File: config.mk
export PLATFORM = sky130hd
export DESIGN_NAME = mult_div_unit_flat
export DESIGN_NICKNAME = d
export VERILOG_FILES = /design/src/rtl/mult_div_unit_if.sv /design/src/rtl/mult_div_unit.sv /design/src/flat_wrapper.sv
export SDC_FILE = /design/constraint.sdc
export NUM_CORES = 1
export LEC_CHECK = 0
export CORE_ASPECT_RATIO = 1.25
export CORE_MARGIN = 3
export CORE_UTILIZATION = 60
export CTS_CLUSTER_DIAMETER = 30
export DETAILED_ROUTE_END_ITERATION = 8
export DONT_BUFFER_PORTS = 1
export PLACE_DENSITY = 0.77
export SETUP_SLACK_MARGIN = 0.1
export SYNTH_ARGS = -nofsm -noshare
export SYNTH_HDL_FRONTEND = slang
export SYNTH_SLANG_ARGS = --single-unit
export TNS_END_PERCENT = 1
File: constraint.sdc
create_clock -name clock -period 4.2 [get_ports clock]
set_input_delay 1.26 -clock clock [delete_from_list [all_inputs] [get_ports clock]]
set_output_delay 1.26 -clock clock [all_outputs]
set_load 0.03 [all_outputs]
File: src/rtl/mult_div_unit_if.sv
`timescale 1ns/1ps
`default_nettype none
// ============================================================================
//  Module      : mult_div_unit_if
//  Description : Request/result bundle between the multicycle control unit
//                and the iterative multiply/divide unit. The master side
//                issues operations and MTHI/MTLO writes; the slave side
//                returns status and the architectural HI/LO registers.
//  Revision    : 1.0 - initial release
// ============================================================================
interface mult_div_unit_if #(
    parameter int WIDTH = 32
);
    logic             start;
    logic [1:0]       op;
    logic [WIDTH-1:0] a;
    logic [WIDTH-1:0] b;
    logic             hi_we;
    logic             lo_we;
    logic [WIDTH-1:0] wdata;
    logic             busy;
    logic             done;
    logic             div_by_zero;
    logic [WIDTH-1:0] hi;
    logic [WIDTH-1:0] lo;

    // Requester: control unit (or testbench)
    modport master (
        output start, op, a, b, hi_we, lo_we, wdata,
        input  busy, done, div_by_zero, hi, lo
    );

    // Responder: the arithmetic unit
    modport slave (
        input  start, op, a, b, hi_we, lo_we, wdata,
        output busy, done, div_by_zero, hi, lo
    );
endinterface
`default_nettype wire

File: src/rtl/mult_div_unit.sv
`timescale 1ns/1ps
`default_nettype none
// ============================================================================
//  Module      : mult_div_unit
//  Description : Iterative multiply/divide unit with architectural HI/LO.
//                MULT/MULTU use a shift-add loop, DIV/DIVU a restoring
//                divider, each WIDTH steps followed by one fix-up cycle.
//                Signed handling (sign-magnitude in, sign correction in the
//                fix-up cycle) is built only when MULTDIV_SIGNED_EN is
//                defined; otherwise op[0] is ignored and all ops are unsigned.
//  Config      : `define MULTDIV_SIGNED_EN to enable signed MULT/DIV.
//  Revision    : 1.0 - initial release
// ============================================================================
module mult_div_unit #(
    parameter int WIDTH = 32
) (
    input  wire logic        clock,
    input  wire logic        reset,
    mult_div_unit_if.slave   bus
);

    localparam int                 c_CNT_W    = $clog2(WIDTH + 1);
    localparam logic [c_CNT_W-1:0] c_CNT_INIT = c_CNT_W'(WIDTH);
    localparam logic [c_CNT_W-1:0] c_CNT_ONE  = c_CNT_W'(1);

    typedef enum logic [1:0] {
        S_IDLE = 2'd0,
        S_MUL  = 2'd1,
        S_DIV  = 2'd2,
        S_FIX  = 2'd3
    } state_t;

    state_t               r_state;
    state_t               w_state_nxt;

    logic                 r_op_div;     // operation in flight is a divide
    logic [c_CNT_W-1:0]   r_count;      // remaining iteration steps
    logic [WIDTH-1:0]     r_opb;        // multiplicand / divisor magnitude
    logic [2*WIDTH-1:0]   r_acc;        // {upper, lower}: product or {rem, quot}
    logic                 r_done;
    logic                 r_dbz;
    logic [WIDTH-1:0]     r_hi;
    logic [WIDTH-1:0]     r_lo;

    logic                 w_accept;
    logic                 w_zero_div;
    logic [WIDTH-1:0]     w_mag_a;
    logic [WIDTH-1:0]     w_mag_b;

    logic [WIDTH:0]       w_mul_sum;
    logic [2*WIDTH-1:0]   w_mul_nxt;
    logic [WIDTH:0]       w_rem_sh;
    logic [WIDTH-1:0]     w_trial;
    logic                 w_fits;
    logic [2*WIDTH-1:0]   w_div_nxt;

    logic [2*WIDTH-1:0]   w_prod;
    logic [WIDTH-1:0]     w_quot;
    logic [WIDTH-1:0]     w_rem;

    // A request is only seen in IDLE; a zero divisor terminates it at once
    assign w_accept   = (r_state == S_IDLE) && bus.start;
    assign w_zero_div = bus.op[1] && (bus.b == '0);

`ifdef MULTDIV_SIGNED_EN
    logic w_sgn_op;
    logic w_sign_a;
    logic w_sign_b;
    logic r_neg_res;                    // negate product / quotient in FIX
    logic r_neg_rem;                    // negate remainder in FIX

    assign w_sgn_op = ~bus.op[0];
    assign w_sign_a = w_sgn_op & bus.a[WIDTH-1];
    assign w_sign_b = w_sgn_op & bus.b[WIDTH-1];
    // MIN maps to itself, which is the correct unsigned magnitude 2^(WIDTH-1)
    assign w_mag_a  = w_sign_a ? -bus.a : bus.a;
    assign w_mag_b  = w_sign_b ? -bus.b : bus.b;
`else
    assign w_mag_a  = bus.a;
    assign w_mag_b  = bus.b;
`endif

    // One iteration step for each algorithm, evaluated from the accumulator
    always_comb begin
        // Shift-add: add multiplicand to the upper half when the current
        // multiplier bit (acc LSB) is set, then shift the whole thing right.
        w_mul_sum = {1'b0, r_acc[2*WIDTH-1:WIDTH]} + (r_acc[0] ? {1'b0, r_opb} : '0);
        w_mul_nxt = {w_mul_sum, r_acc[WIDTH-1:1]};

        // Restoring divide: shift next dividend bit into the remainder, and
        // subtract the divisor if it fits. Remainder < divisor before the
        // shift, so the difference always fits back into WIDTH bits.
        w_rem_sh  = {r_acc[2*WIDTH-1:WIDTH], r_acc[WIDTH-1]};
        w_fits    = (w_rem_sh >= {1'b0, r_opb});
        w_trial   = w_rem_sh[WIDTH-1:0] - r_opb;
        w_div_nxt = {(w_fits ? w_trial : w_rem_sh[WIDTH-1:0]),
                     r_acc[WIDTH-2:0], w_fits};
    end

    // Final result with sign correction applied (FIX cycle)
    always_comb begin
        w_prod = r_acc;
        w_quot = r_acc[WIDTH-1:0];
        w_rem  = r_acc[2*WIDTH-1:WIDTH];
`ifdef MULTDIV_SIGNED_EN
        if (r_neg_res) begin
            w_prod = -r_acc;
            w_quot = -r_acc[WIDTH-1:0];
        end
        if (r_neg_rem) begin
            w_rem  = -r_acc[2*WIDTH-1:WIDTH];
        end
`endif
    end

    // State register
    always_ff @(posedge clock) begin
        if (reset) begin
            r_state <= S_IDLE;
        end else begin
            r_state <= w_state_nxt;
        end
    end

    // Next-state logic
    always_comb begin
        w_state_nxt = r_state;
        case (r_state)
            S_IDLE: begin
                if (bus.start && !w_zero_div) begin
                    w_state_nxt = bus.op[1] ? S_DIV : S_MUL;
                end
            end
            S_MUL: begin
                if (r_count == c_CNT_ONE) begin
                    w_state_nxt = S_FIX;
                end
            end
            S_DIV: begin
                if (r_count == c_CNT_ONE) begin
                    w_state_nxt = S_FIX;
                end
            end
            S_FIX: begin
                w_state_nxt = S_IDLE;
            end
            default: begin
                w_state_nxt = S_IDLE;
            end
        endcase
    end

    // Operand capture, iteration datapath, counter and status flags
    always_ff @(posedge clock) begin
        if (reset) begin
            r_op_div  <= 1'b0;
            r_count   <= '0;
            r_opb     <= '0;
            r_acc     <= '0;
            r_done    <= 1'b0;
            r_dbz     <= 1'b0;
`ifdef MULTDIV_SIGNED_EN
            r_neg_res <= 1'b0;
            r_neg_rem <= 1'b0;
`endif
        end else begin
            r_done <= 1'b0;
            case (r_state)
                S_IDLE: begin
                    if (w_accept) begin
                        // Both algorithms start from {0, |a|} with |b| aside
                        r_acc     <= {{WIDTH{1'b0}}, w_mag_a};
                        r_opb     <= w_mag_b;
                        r_count   <= c_CNT_INIT;
                        r_op_div  <= bus.op[1];
                        r_dbz     <= w_zero_div;
                        r_done    <= w_zero_div;
`ifdef MULTDIV_SIGNED_EN
                        r_neg_res <= w_sign_a ^ w_sign_b;
                        r_neg_rem <= w_sign_a;
`endif
                    end
                end
                S_MUL: begin
                    r_acc   <= w_mul_nxt;
                    r_count <= r_count - c_CNT_ONE;
                end
                S_DIV: begin
                    r_acc   <= w_div_nxt;
                    r_count <= r_count - c_CNT_ONE;
                end
                S_FIX: begin
                    r_done <= 1'b1;
                end
                default: begin
                    r_done <= 1'b0;
                end
            endcase
        end
    end

    // Architectural HI/LO: result write in FIX, MTHI/MTLO only while idle
    always_ff @(posedge clock) begin
        if (reset) begin
            r_hi <= '0;
            r_lo <= '0;
        end else if (r_state == S_FIX) begin
            if (r_op_div) begin
                r_hi <= w_rem;
                r_lo <= w_quot;
            end else begin
                r_hi <= w_prod[2*WIDTH-1:WIDTH];
                r_lo <= w_prod[WIDTH-1:0];
            end
        end else if (r_state == S_IDLE) begin
            if (bus.hi_we) begin
                r_hi <= bus.wdata;
            end
            if (bus.lo_we) begin
                r_lo <= bus.wdata;
            end
        end
    end

    assign bus.busy        = (r_state != S_IDLE);
    assign bus.done        = r_done;
    assign bus.div_by_zero = r_dbz;
    assign bus.hi          = r_hi;
    assign bus.lo          = r_lo;

endmodule
`default_nettype wire
File: src/flat_wrapper.sv
// flat-port wrapper written by rule: the top's interface ports become plain ports
module mult_div_unit_flat 
#(
    parameter int WIDTH = 32
)
  (clock, reset, bus_start, bus_op, bus_a, bus_b, bus_hi_we, bus_lo_we, bus_wdata, bus_busy, bus_done, bus_div_by_zero, bus_hi, bus_lo);
  mult_div_unit_if #(.WIDTH(WIDTH)) bus_i ();
  input  wire logic clock;
  input  wire logic reset;
  input wire logic [$bits(bus_i.start)-1:0] bus_start;
  input wire logic [$bits(bus_i.op)-1:0] bus_op;
  input wire logic [$bits(bus_i.a)-1:0] bus_a;
  input wire logic [$bits(bus_i.b)-1:0] bus_b;
  input wire logic [$bits(bus_i.hi_we)-1:0] bus_hi_we;
  input wire logic [$bits(bus_i.lo_we)-1:0] bus_lo_we;
  input wire logic [$bits(bus_i.wdata)-1:0] bus_wdata;
  output wire logic [$bits(bus_i.busy)-1:0] bus_busy;
  output wire logic [$bits(bus_i.done)-1:0] bus_done;
  output wire logic [$bits(bus_i.div_by_zero)-1:0] bus_div_by_zero;
  output wire logic [$bits(bus_i.hi)-1:0] bus_hi;
  output wire logic [$bits(bus_i.lo)-1:0] bus_lo;
  assign bus_i.start = bus_start;
  assign bus_i.op = bus_op;
  assign bus_i.a = bus_a;
  assign bus_i.b = bus_b;
  assign bus_i.hi_we = bus_hi_we;
  assign bus_i.lo_we = bus_lo_we;
  assign bus_i.wdata = bus_wdata;
  assign bus_busy = bus_i.busy;
  assign bus_done = bus_i.done;
  assign bus_div_by_zero = bus_i.div_by_zero;
  assign bus_hi = bus_i.hi;
  assign bus_lo = bus_i.lo;
  mult_div_unit #(.WIDTH(WIDTH)) u_core (.clock(clock), .reset(reset), .bus(bus_i));
endmodule
==> results.yml <==
drt:
  remaining_drc_errors: 1
  drt_pass_1_iters: 7
  routed_wire_length_per_instance_um: 20.1
  antenna_violating_nets_post_route: 0
  drt_iter0_drc: 999
  avgViaCountPerCell: 6.50
  total_wire_length_after_detailed_routing_um: 33300
  dr_total_vias: 10800
finish:
  area_taken_by_multi_input_logic_gates_mm2: 0.00726
  insertedDiodeCount: 0
  mostFrequentLayoutCell: "a21oi_1"
  layout_common_cells: "191 x a21oi_1, 183 x nor2_1, 170 x dfxtp_1"
  area.growth.synth_to_final_pct: 5.95
  fillerInstances: 1601
  design.final.nets: 1590
  drive_gt1_frac: 0.0504
  final_area_mm2: 0.0119
  seqCellArea_mm2: 0.00340
clocking:
  ctsHoldBuffers: 0
  clockBufferDepth: 2
  cts.reportedPaths.clkPinSlew_ns: 0.07
  cts_inserted_buffers: 17
  master_cell_of_the_clock_root_buffer: "clkbuf_16"
  post_cts_resized: 0
  depth_of_the_cts_h_tree: 4
  clkLatencyLatePin_ns: 0.44
  post-cts-setup-buffer-count: 0
  cts_sinks: 170
  tritoncts_clock_tree: "yes"
placement:
  post_place_setup_slack_ns: 0.687
  placedInstanceArea_mm2: 0.0113
  finalWeightedCongestion: 0.957
  port-buffer-count: 0
  dp_hpwl_um: 24300
worst_setup_path:
  cp_num_buf_inv: 1
  worstSetupEndpointType: "flip-flop"
  critPathKind: "flip-flop to flip-flop"
  worst_path_dominant_cell_family: "compound AO/OA/AOI/OAI gates"
  reg2reg_depth: 12
  rrSetupSlack_ns: 0.57
  arrival_time_at_the_worst_endpoint_ns: 4.00
  worst-path-stages: 12
  worst-endpoint-required_ns: 4.57
  reg2reg_to: "u_core.r_acc[62]$_SDFFE_PP0P_"
  cpPeakStageDelay_ns: 0.66
  critical_path.reg2reg.startpoint: "u_core.r_acc[0]$_SDFFE_PP0P_"
  critical_path.cell_chain: "nand2_1 > inv_1 > ha_1 > a211oi_1 > a2bb2oi_1 > a21boi_1 > a21oi_1 > o21ai_1 > a221oi_1 > xor2_1 > o31a_1 > o211ai_1"
  slowest_stage: "dfxtp_1"
  setup.worst_path.start_class: "flip-flop"
  start_point_of_the_critical_path: "u_core.r_acc[0]$_SDFFE_PP0P_"
  endpoint: "u_core.r_acc[62]$_SDFFE_PP0P_"
  critPathMaxFanout: 17
power_and_ir_drop:
  sw_share: 0.457
  internal-power_mw: 3.73
  comb_power_share: 0.362
  worst_ir_drop_vdd_mv: 0.315
  share_clk_of_total_power: 0.233
  power.density_mw_per_mm2: 579
  total_switching_power_mw: 3.15
  power.share.sequential: 0.405
  power.leakage_nw: 4.74
flow_run:
  maxCapViolCount: 0
run_status:
  violations: "DRC"
  result_of_the_run: "complete, but fails checks"
global_routing:
  grt_start_max_net_pins: 147
  grt_pass1_wl_um: 52600
  gr-total-overflow: 0
  grt_antenna_before_repair: 0
  grt.total_usage: 0.316
  first_global_vias: 9982
floorplan:
  row_count: 55
  die_area_mm2: 0.0204
  initial_utilization: 0.615
  placeableCoreArea_mm2: 0.0182
  fp.dieW_um: 128
  num_io_pins: 170
  die_y_um: 159
hold_path:
  worst_hold_path_type: "flip-flop to flip-flop"
  holdCritStartpoint: "u_core.r_opb[29]$_SDFFE_PP0P_"
synth:
  synthesized_area_per_cell_um2: 7.56
  yosys_register_bits: 170
  synth-edff-count: 0
  sequential_area_share_after_synthesis: 0.304
  yosysTopAreaCell: "dfxtp_1"
  synth_fp_nets: 1658
  synth_cells: 1483
  async_reset_ff_frac: 0
  post_synth_main_area_contributors: "dfxtp_1 30%, a21oi_1 8.6%, ha_1 7.8%, nor2_1 6.3%, a211oi_1 4.8%"
  post_synth_instance_area_mm2: 0.0112
  yosys_most_used_dff: "dfxtp_1"
  yosysUniqueCellTypes: 76
  synth_warnings: 0
  synth_top_cell_area_share: 0.304
sta:
  min_period_ns: 3.63
  unrepaired_setup_endpoints_after_global_routing: "no"
  clock.fmax_mhz: 275
  worst-slew-pin-transition_ns: 1.10
  hold_viol_final: 0
  finalSetupViolations: 0
  timing.clock.skew_ns: 0.00942
  setup_ws_ns: 0.566
  setup-tns-final_ns: 0
  timing.final.crit_share: 0.865
  slew_headroom: 0.262
  timing_max_transition_violations_final: 0
synth_stat cells (6+ instances only):
library cell    n
o211ai_1       10
o21bai_1        8
a221oi_1       34
a211oi_1       71
a21o_1         33
nor2b_1        39
a21oi_1       192
inv_1          54
and2_1         38
nor3_1         18
o21a_1          7
o21ai_1         6
nand3_1        18
o21ai_0        53
and3_1          6
ha_1           70
a31oi_1        10
nand4_1        20
xnor2_1        34
xor2_1         19
nand2b_1       12
nand2_1       131
clkbuf_1       93
a22oi_1        46
dfxtp_1       170
nor4_1          9
nor2_1        187
stage by stage:
stage | std cells | util | total power [mW] | hold slack [ns]
2_1_floorplan | 1483 | - | 4.61 | 0.445
3_3_place_gp | 1624 | 0.619 | 5.21 | 0.452
3_5_place_dp | 1624 | 0.619 | 5.27 | 0.465
4_1_cts | 1656 | 0.651 | 6.85 | 0.474
5_1_grt | 1656 | 0.651 | 7.28 | 0.499
6_report | 1656 | 0.651 | 6.88 | 0.478
power groups by stage:
stage                     registers, mW  logic (mW)  clock network (mW)
after floorplan                    2.67        1.94                   0
after global placement             2.81        2.41                   0
after detailed placement           2.82        2.45                   0
after CTS                          2.78        2.47                1.61
after global routing               2.83        2.77                1.68
final                              2.79        2.49                1.60
worst register-to-register path: stages (launching register included):
cell and delay (ns):
dfxtp_1 0.66, nand2_1 0.19, inv_1 0.09, ha_1 0.24, a211oi_1 0.27, a2bb2oi_1 0.29
a21boi_1 0.20, a21oi_1 0.37, o21ai_1 0.23, a221oi_1 0.47, xor2_1 0.15, o31a_1 0.26
o211ai_1 0.15
state kept, by name (all words and copies together) (netlist names):
signal,cells
u_core.bus.div_by_zero,1
u_core.bus.done,1
u_core.bus.hi,32
u_core.bus.lo,32
u_core.r_acc,64
u_core.r_count,6
u_core.r_opb,32
u_core.r_state,2
metal layers:
| layer | global-route usage | wire length [um] |
|---|---|---|
| met2 | 0.508 | 15500 |
| met4 | 0.103 | 762 |
| met1 | 0.421 | 14000 |
| met5 | 0 | 0 |
| met3 | 0.0663 | 2970 |
final cells by class:
type	instances	area share
Clock buffer	18	0.0361
Clock inverter	14	0.0132
Inverter	55	0.0174
Multi-Input combinational cell	1153	0.611
Sequential cell	170	0.287
Tap cell	228	0.0240
Timing Repair Buffer	18	0.0114
worst min path at each step:
stage,endpoint,cells after the start
after CTS,u_core.r_opb[1]$_SDFFE_PP0P_,2
after global routing,u_core.r_opb[29]$_SDFFE_PP0P_,2
after global placement,u_core.r_opb[0]$_SDFFE_PP0P_,2
final,u_core.r_opb[29]$_SDFFE_PP0P_,2
after detailed placement,u_core.r_opb[1]$_SDFFE_PP0P_,2
after floorplan,u_core.r_opb[10]$_SDFFE_PP0P_,2
cell families after synthesis:
group,Yosys count,synth area share
multiplexers,6,0.00547
flip-flops,170,0.304
buffers and inverters,160,0.0555
AO/OA/AOI/OAI,522,0.306
AND/OR/NAND/NOR,500,0.206
adder cells (fa/ha/maj),72,0.0817
XOR/XNOR,53,0.0414
Power figures use the tool's default switching activity.
